--- config.mk ---
export PLATFORM = sky130hd
export DESIGN_NAME = fetch_stage
export DESIGN_NICKNAME = d
export VERILOG_FILES = /design/src/rtl/fetch_pkg.sv /design/src/rtl/fetch_skid.sv /design/src/rtl/fetch_stage.sv
export SDC_FILE = /design/constraint.sdc
export NUM_CORES = 1
export LEC_CHECK = 0
export CORE_MARGIN = 4
export CORE_UTILIZATION = 40
export CTS_CLUSTER_SIZE = 24
export DETAILED_ROUTE_END_ITERATION = 10
export GPL_TIMING_DRIVEN = 0
export PLACE_DENSITY = 0.66
export SLEW_MARGIN = 20
export SYNTH_ARGS = -nofsm -noshare
export SYNTH_HDL_FRONTEND = slang
export SYNTH_SLANG_ARGS = --single-unit
--- constraint.sdc ---
create_clock -name clock -period 4.09 [get_ports clock]
set_input_delay 1.0225 -clock clock [delete_from_list [all_inputs] [get_ports clock]]
set_output_delay 1.0225 -clock clock [all_outputs]
set_load 0.01 [all_outputs]
--- src/rtl/fetch_pkg.sv ---
// Purpose: shared types and constants for the instruction-fetch stage.
// Latency: n/a (package only).
// Backpressure: n/a (package only).
package fetch_pkg;

  // Fetch controller states.
  typedef enum logic [1:0] {
    ST_FETCH = 2'd0,  // issue or hold a request at pc
    ST_SKID  = 2'd1,  // a word is parked in the skid while decode stalls
    ST_DRAIN = 2'd2   // waiting out a stale request after a redirect
  } fetch_state_e;

  // MIPS-style instruction field bit positions.
  localparam int OP_HI  = 31;
  localparam int OP_LO  = 26;
  localparam int RS_HI  = 25;
  localparam int RS_LO  = 21;
  localparam int RT_HI  = 20;
  localparam int RT_LO  = 16;
  localparam int RD_HI  = 15;
  localparam int RD_LO  = 11;
  localparam int SH_HI  = 10;
  localparam int SH_LO  = 6;
  localparam int FN_HI  = 5;
  localparam int FN_LO  = 0;
  localparam int IMM_HI = 15;
  localparam int IMM_LO = 0;
  localparam int TGT_HI = 25;
  localparam int TGT_LO = 0;

  // All-zero word held in IF/ID and the skid after reset.
  localparam logic [31:0] NOP_WORD = 32'h0000_0000;

  // Byte distance between consecutive instruction words.
  localparam int PC_INC = 4;

endpackage

--- src/rtl/fetch_skid.sv ---
// Purpose: one-entry buffer holding a fetched word and its pc+4 while decode stalls.
// Latency: loaded word is visible on the outputs the cycle after load.
// Backpressure: none of its own; the owner must not load while full.
// Ports: clock/nreset; load/unload/clear strobes (clear wins, then load);
//        in_word/in_pcplus4 captured on load; full, word, pcplus4 are registered.
module fetch_skid
  import fetch_pkg::*;
#(
  parameter int PCWIDTH = 32
) (
  input  logic               clock,
  input  logic               nreset,
  input  logic               load,
  input  logic               unload,
  input  logic               clear,
  input  logic [31:0]        in_word,
  input  logic [PCWIDTH-1:0] in_pcplus4,
  output logic               full,
  output logic [31:0]        word,
  output logic [PCWIDTH-1:0] pcplus4
);

  logic               full_q, full_d;
  logic [31:0]        word_q, word_d;
  logic [PCWIDTH-1:0] pcplus4_q, pcplus4_d;

  always_comb begin
    full_d    = full_q;
    word_d    = word_q;
    pcplus4_d = pcplus4_q;
    if (clear) begin
      full_d = 1'b0;
    end else if (load) begin
      full_d    = 1'b1;
      word_d    = in_word;
      pcplus4_d = in_pcplus4;
    end else if (unload) begin
      full_d = 1'b0;
    end
  end

  always_ff @(posedge clock or negedge nreset) begin
    if (!nreset) begin
      full_q    <= 1'b0;
      word_q    <= NOP_WORD;
      pcplus4_q <= '0;
    end else begin
      full_q    <= full_d;
      word_q    <= word_d;
      pcplus4_q <= pcplus4_d;
    end
  end

  assign full    = full_q;
  assign word    = word_q;
  assign pcplus4 = pcplus4_q;

endmodule

--- src/rtl/fetch_stage.sv ---
// Purpose: instruction fetch: PC, req/ack to imem, IF/ID register with field split.
// Latency: imemack in cycle N gives valid instruction fields in cycle N+1.
// Backpressure: stall holds IF/ID; one extra word parks in a skid, then requests stop.
// Ports: clock/nreset; imemreq/imemaddr/imemack/imemdata memory handshake;
//        stall from decode; redirect/redirectpc from the branch unit;
//        valid, op, rs, rt, rd, shamt, fn, imm16, target26, pcplus4 to decode.
module fetch_stage
  import fetch_pkg::*;
#(
  parameter int                 PCWIDTH = 32,
  parameter logic [PCWIDTH-1:0] RESETPC = '0
) (
  input  logic               clock,
  input  logic               nreset,
  output logic               imemreq,
  output logic [PCWIDTH-1:0] imemaddr,
  input  logic               imemack,
  input  logic [31:0]        imemdata,
  input  logic               stall,
  input  logic               redirect,
  input  logic [PCWIDTH-1:0] redirectpc,
  output logic               valid,
  output logic [5:0]         op,
  output logic [4:0]         rs,
  output logic [4:0]         rt,
  output logic [4:0]         rd,
  output logic [4:0]         shamt,
  output logic [5:0]         fn,
  output logic [15:0]        imm16,
  output logic [25:0]        target26,
  output logic [PCWIDTH-1:0] pcplus4
);

  fetch_state_e       state_q, state_d;
  logic [PCWIDTH-1:0] pc_q, pc_d;
  logic [PCWIDTH-1:0] drain_addr_q, drain_addr_d;  // address of the stale request
  logic               run_q, run_d;                // low only in the first cycle after reset
  logic               valid_q, valid_d;
  logic [31:0]        ifid_word_q, ifid_word_d;
  logic [PCWIDTH-1:0] pcplus4_q, pcplus4_d;

  logic               skid_load, skid_unload, skid_clear, skid_full;
  logic [31:0]        skid_word;
  logic [PCWIDTH-1:0] skid_pcplus4;
  logic [PCWIDTH-1:0] pc_next;
  logic               ack_live;

  fetch_skid #(.PCWIDTH(PCWIDTH)) u_skid (
    .clock      (clock),
    .nreset     (nreset),
    .load       (skid_load),
    .unload     (skid_unload),
    .clear      (skid_clear),
    .in_word    (imemdata),
    .in_pcplus4 (pc_next),
    .full       (skid_full),
    .word       (skid_word),
    .pcplus4    (skid_pcplus4)
  );

  // Request is decoded from registered state only, so no path from imemack.
  assign imemreq  = run_q && (((state_q == ST_FETCH) && !skid_full) || (state_q == ST_DRAIN));
  assign imemaddr = (state_q == ST_DRAIN) ? drain_addr_q : pc_q;
  assign pc_next  = pc_q + PCWIDTH'(PC_INC);
  assign ack_live = imemreq && imemack;

  always_comb begin
    state_d      = state_q;
    pc_d         = pc_q;
    drain_addr_d = drain_addr_q;
    run_d        = 1'b1;
    valid_d      = stall ? valid_q : 1'b0;  // decode consumes whenever not stalled
    ifid_word_d  = ifid_word_q;
    pcplus4_d    = pcplus4_q;
    skid_load    = 1'b0;
    skid_unload  = 1'b0;
    skid_clear   = 1'b0;

    if (redirect) begin
      pc_d       = {redirectpc[PCWIDTH-1:2], 2'b00};
      valid_d    = 1'b0;
      skid_clear = 1'b1;
      if (imemreq && !imemack) begin
        // The outstanding request must complete at its original address.
        state_d = ST_DRAIN;
        if (state_q != ST_DRAIN) drain_addr_d = pc_q;
      end else begin
        state_d = ST_FETCH;
      end
    end else begin
      unique case (state_q)
        ST_FETCH: begin
          if (ack_live) begin
            pc_d = pc_next;
            if (valid_q && stall) begin
              skid_load = 1'b1;
              state_d   = ST_SKID;
            end else begin
              ifid_word_d = imemdata;
              pcplus4_d   = pc_next;
              valid_d     = 1'b1;
            end
          end
        end
        ST_SKID: begin
          if (!stall) begin
            skid_unload = 1'b1;
            ifid_word_d = skid_word;
            pcplus4_d   = skid_pcplus4;
            valid_d     = 1'b1;
            state_d     = ST_FETCH;
          end
        end
        ST_DRAIN: begin
          if (ack_live) state_d = ST_FETCH;  // stale data dropped
        end
        default: state_d = ST_FETCH;
      endcase
    end
  end

  always_ff @(posedge clock or negedge nreset) begin
    if (!nreset) begin
      state_q      <= ST_FETCH;
      pc_q         <= RESETPC;
      drain_addr_q <= '0;
      run_q        <= 1'b0;
      valid_q      <= 1'b0;
      ifid_word_q  <= NOP_WORD;
      pcplus4_q    <= '0;
    end else begin
      state_q      <= state_d;
      pc_q         <= pc_d;
      drain_addr_q <= drain_addr_d;
      run_q        <= run_d;
      valid_q      <= valid_d;
      ifid_word_q  <= ifid_word_d;
      pcplus4_q    <= pcplus4_d;
    end
  end

  assign valid    = valid_q;
  assign op       = ifid_word_q[OP_HI:OP_LO];
  assign rs       = ifid_word_q[RS_HI:RS_LO];
  assign rt       = ifid_word_q[RT_HI:RT_LO];
  assign rd       = ifid_word_q[RD_HI:RD_LO];
  assign shamt    = ifid_word_q[SH_HI:SH_LO];
  assign fn       = ifid_word_q[FN_HI:FN_LO];
  assign imm16    = ifid_word_q[IMM_HI:IMM_LO];
  assign target26 = ifid_word_q[TGT_HI:TGT_LO];
  assign pcplus4  = pcplus4_q;

endmodule

After elaboration in Yosys (flattened, before gate mapping)
Cells that the tools add are included.

Input bits: 69. Word-level logic and storage cells: 77. Output and inout bits: 140. Register bits: 197.

Equal/unequal tests: 10. $add $sub $neg: 1. Bitwise gates (word level): 2. Multiplexer cells: 36. Reduce and logical (&&, ||, !) cells: 18.

Operator list (number): 32-bit 2-to-1 mux (10); 32-bit case mux with 2 select lines (2); 32-bit by 3-bit adder with 32-bit output (second input constant) (1); 1-bit 2-to-1 mux (16); 2-bit 2-to-1 mux (6); 3-bit inequality test (second input constant) (3); 2-bit inequality test (second input constant) (4); 2-bit case mux with 3 select lines (1); 2-bit nonzero test (3); 1-bit logical AND (5); 5-bit AND reduction (1); 2-bit AND reduction (2); 4-bit AND reduction (1); 3-bit by 2-bit inequality test with 1-bit output (second input constant) (1); 3-bit AND reduction (1); 3-bit nonzero test (1); 2-bit by 1-bit == test with 1-bit output (second input constant) (1); 2-bit == test (second input constant) (1); 1-bit zero test (2); 2-bit zero test (1); 1-bit NOT (2); 1-bit case mux with 2 select lines (1); 1-bit logical OR (1).

Logic depth before layout (Yosys ltp)
Gate-level depths: netlist of the first run.

Depth after elaboration: 10. Depth in mapped cells: 8. Mapped depth without buffers: 6.

Modules after synthesis
A second synthesis of the first run with hierarchy kept.

Cells, all modules: 910. Area total of the unflattened synthesis: 9983.3 um^2.

Modules (own cells, without submodules): fetch_stage (seq. area each 3203.1 um^2, cells each 770, area an instance 7241.9 um^2, times used 1); fetch_skid (seq. area each 1626.6 um^2, cells each 140, area an instance 2741.4 um^2, times used 1).

Worst setup path after synthesis of the first run
OpenSTA, ideal clock, no wires.

Path kind: reg-to-output. Start point: register state_q[0]. End point: output port imemaddr[10]. Data required time: 3068 ps. Cell stages (with the launch flop): 5. Data arrival time: 1522 ps. Path buffers: 2. Slack: 1545 ps. Cells stage by stage: dfrtp_1 nor2b_1 buf_1 buf_2 mux2_2.

Word-level cells in the longest chain between the ends: 2.

Ends and longest elaborated chain: from (decl) (RTL line fetch_stage.sv:34) `fetch_state_e state_q, state_d;`; from (signal assigned) (RTL line fetch_stage.sv:132) `state_q <= state_d;`; 2-bit == test (RTL line fetch_stage.sv:63) `assign imemaddr = (state_q == ST_DRAIN) ? drain_addr_q : pc_q;`; 32-bit 2-to-1 mux (RTL line fetch_stage.sv:63); to (decl) (RTL line fetch_stage.sv:16) `output logic [PCWIDTH-1:0] imemaddr,`.

No other way between the ends.

Worst setup path after layout of the first run
Start point: register state_q[1]. End point: output port imemaddr[18].

The elaborated chain is that of the path after synthesis.

==> impl_metrics.toml, run 1 <==
[placed_design]
numPortBuffers = 201
dp_hpwl_um = 19200
gp_congestion = 0.853
dpl_cell_area_mm2 = 0.0119

[worst_setup_path]
start_kind = "flop"
end_kind = "primary output"
crit_start = "state_q[1]"
cp_data_required_time_ns = 3.07
worstSetupPathType = "reg -> out"
crit_fanout = 10
arrival_ns = 2.90
r2r-start = "pc_q[2]"

[synth]
postSynthAreaPerCell_um2 = 9.92
syn_area_mm2 = 0.00946
synth_cell_types = 52
yosysWarnings = 0
synth_seq_cells = 189
synthFlopType = "dfrtp_1"
syn_inst = 953
synthArstFlopShare = 1.00
seq_area_frac_synth = 0.500
synth_edf_count = 0

[detailed_routing]
wl_per_cell_um = 17.0
drc_errors = 0
ant_nets = 0
via_count = 7503
dr.pass1.iters = 5
via_per_inst = 4.97
drt_first_iter_violations = 438
wl_um = 25700

[clocking]
clkTransAtPathRegs_ns = 0.08
cts_setup_buffers = 0
cts_root_buf = "clkbuf_16"
cts_hold_buf = 0
clockBufferDepth = 2
cts.sinks = 189
cts_made_buffers = 17
cts_tree = "done"
cts_max_level = 4
insertion_delay_ns = 0.43
cts_resized = 0

[timing]
slew_headroom = 0.537
tns_ns = 0
skew_ns = 0.0113
setup_violations = 0
finalHoldWorstSlack_ns = 0.400
max_freq_mhz = 255
finalHoldViolations = 0
min_period_ns = 3.92
finalCritPeriodShare = 0.958
slew_viol_final = 0
worst_pin_slew_ns = 0.695
rsz0062_at_grt = "false"

[run_status]
outcome = "finished, final reports clean"

[final_layout]
diodes = 0
area_delta_synth_final_pct = 32.3
drive_above_1_share = 0.181
nets = 1248
final_area_mm2 = 0.0125

[die]
die_area_mm2 = 0.0262
die_x_um = 162
io_pins = 209
placementRows = 56
start_util = 0.405
coreArea_mm2 = 0.0233
die_h_um = 162

[pwr]
leakagePower_nw = 5.35
ir_drop_uv = 274
powerDensity_mw_per_mm2 = 460

[grt]
grt_pass1_wl_um = 40900
grt-ovfl-total = 0
grt_pass1_vias = 7351
grt_usage = 0.195
antenna_found_initial = 1
grt_max_degree = 95

[hold_path]
hold_class = "in -> async"

[run]
maxCapViolations = 0
sequential cells by signal, indices dropped and copies added, names as in the netlist:
| register | cells |
|---|---|
| pcplus4 | 30 |
| pc_q | 30 |
| u_skid.word | 32 |
| u_skid.pcplus4 | 30 |
| state_q | 2 |
| drain_addr_q | 30 |
| run_q | 1 |
| u_skid.full | 1 |
| valid | 1 |
| ifid_word_q | 32 |
Yosys cell counts, types with 2 or more instances:
cell type,instances,share of area
a211oi_1,2,0.0016
a21o_1,2,0.0016
a21oi_1,11,0.0058
a22oi_1,4,0.0032
a31oi_1,33,0.022
and2_1,4,0.0026
and3_1,5,0.0033
buf_2,22,0.012
buf_4,48,0.038
buf_6,10,0.012
clkbuf_1,36,0.014
conb_1,2,0.00079
dfrtp_1,189,0.50
inv_1,9,0.0036
mux2_2,88,0.10
mux2i_1,4,0.0042
nand2_1,175,0.069
nand2b_1,4,0.0026
nand3_1,26,0.014
nand3_2,2,0.0021
nand4_1,17,0.011
nand4_4,2,0.0045
nor2_1,61,0.024
nor2b_1,5,0.0033
nor3_1,14,0.0074
nor4_1,6,0.0040
nor4_2,2,0.0026
nor4_4,3,0.0067
o211ai_1,8,0.0064
o21ai_0,80,0.042
o21ai_1,6,0.0032
o31a_1,3,0.0028
or3_1,2,0.0013
xnor2_1,29,0.027
xor2_1,22,0.020
kinds of logic after synthesis:
logic type,share of synthesized area
and+or+nand+nor,0.167
DFF,0.500
AOI/OAI and AO/OA,0.0931
buffers and inverters,0.0815
muxes,0.109
xor gates and xnor gates,0.0472
other,0.000794
adders and majority gates,0.00132
path summary, 6_finish.rpt:
| check | to | slack (ns) | cells past startpoint |
|---|---|---|---|
| max in group asynchronous | u_skid.pcplus4[3] | 2.97 | 2 |
| min in group clock | pcplus4[8] | 0.48 | 1 |
| setup reg to reg | pcplus4[19] | 1.73 | 6 |
| setup / recovery | imemaddr[18] | 0.17 | 5 |
| hold reg to reg | pcplus4[8] | 0.48 | 1 |
| hold / removal | drain_addr_q[29] | 0.40 | 1 |
cell usage in the layout (no fill, tap or decap), types with 5 or more instances in the layout:
cell type,Yosys,routed
a21oi_1,11,11
a31oi_1,33,33
and3_1,5,5
buf_2,22,22
buf_4,48,48
buf_6,10,10
clkbuf_1,36,36
clkbuf_16,0,17
clkdlybuf4s50_1,0,200
conb_1,2,5
dfrtp_1,189,189
inv_1,9,9
mux2_2,88,88
nand2_1,175,175
nand3_1,26,26
nand4_1,17,17
nor2_1,61,61
nor2b_1,5,5
nor3_1,14,14
nor4_1,6,6
o211ai_1,8,8
o21ai_0,80,80
o21ai_1,6,6
xnor2_1,29,29
xor2_1,22,22
cell type report:
cell class / instances / area, um2
Clock buffer: 20 / 467
Multi-Input combinational cell: 639 / 3970
Inverter: 10 / 40.0
Timing Repair Buffer: 203 / 2070
Tap cell: 319 / 399
Fill cell: 2139 / 10800
Sequential cell: 189 / 4730
Clock inverter: 12 / 104
Buffer: 118 / 731
layer usage:
| metal | global-route usage | up-vias | share of wire |
|---|---|---|---|
| met3 | 0.0368 | 20 | 0.056 |
| met5 | 0 | - | 0.00051 |
| met1 | 0.273 | 3603 | 0.46 |
| met2 | 0.321 | 221 | 0.47 |
| li1 | - | 3657 | - |
| met4 | 0.0392 | 2 | 0.010 |
where the power goes:
part	internal, mW	switching (mW)	total (mW)
clock	0.847	0.785	1.63
sequential	2.20	0.204	2.41
combinational	1.01	0.705	1.72
total	4.06	1.69	5.76
critical path: stages (launching register included):
cell	delay [ns]
dfrtp_1	0.47
nor2b_1	0.20
buf_1	0.55
buf_2	0.37
mux2_2	0.38
clkdlybuf4s50_1	0.48
metrics by stage:
stage               total power, mW  setup WS (ns)   util  instances
CTS                            5.82          0.131  0.536       1510
global placement               4.14          -6.24  0.509       1476
finish                         5.76          0.171  0.536       1510
floorplan                      3.25           1.55      -        956
global route                   6.05         0.0140  0.536       1510
detailed placement             4.19          0.614  0.512       1478
Power figures use the tool's default switching activity.
==> inputs of run 2 (changes only) <==
Clock period 4.09 ns to 4.1 ns, I/O delays scaled along.
==> results of run 2 <==
The final DEF is identical to that of run 1. Status: finished, final reports clean.
Among the figures that moved: setup slack after placement 0.614 ns -> 0.621 ns; setup slack after layout 0.171 ns -> 0.179 ns; hold slack 0.400 ns -> 0.402 ns; register-to-register setup slack 1.73 ns -> 1.74 ns; total power 5.76 mW -> 5.75 mW; worst IR drop on VDD 274 uV -> 273 uV
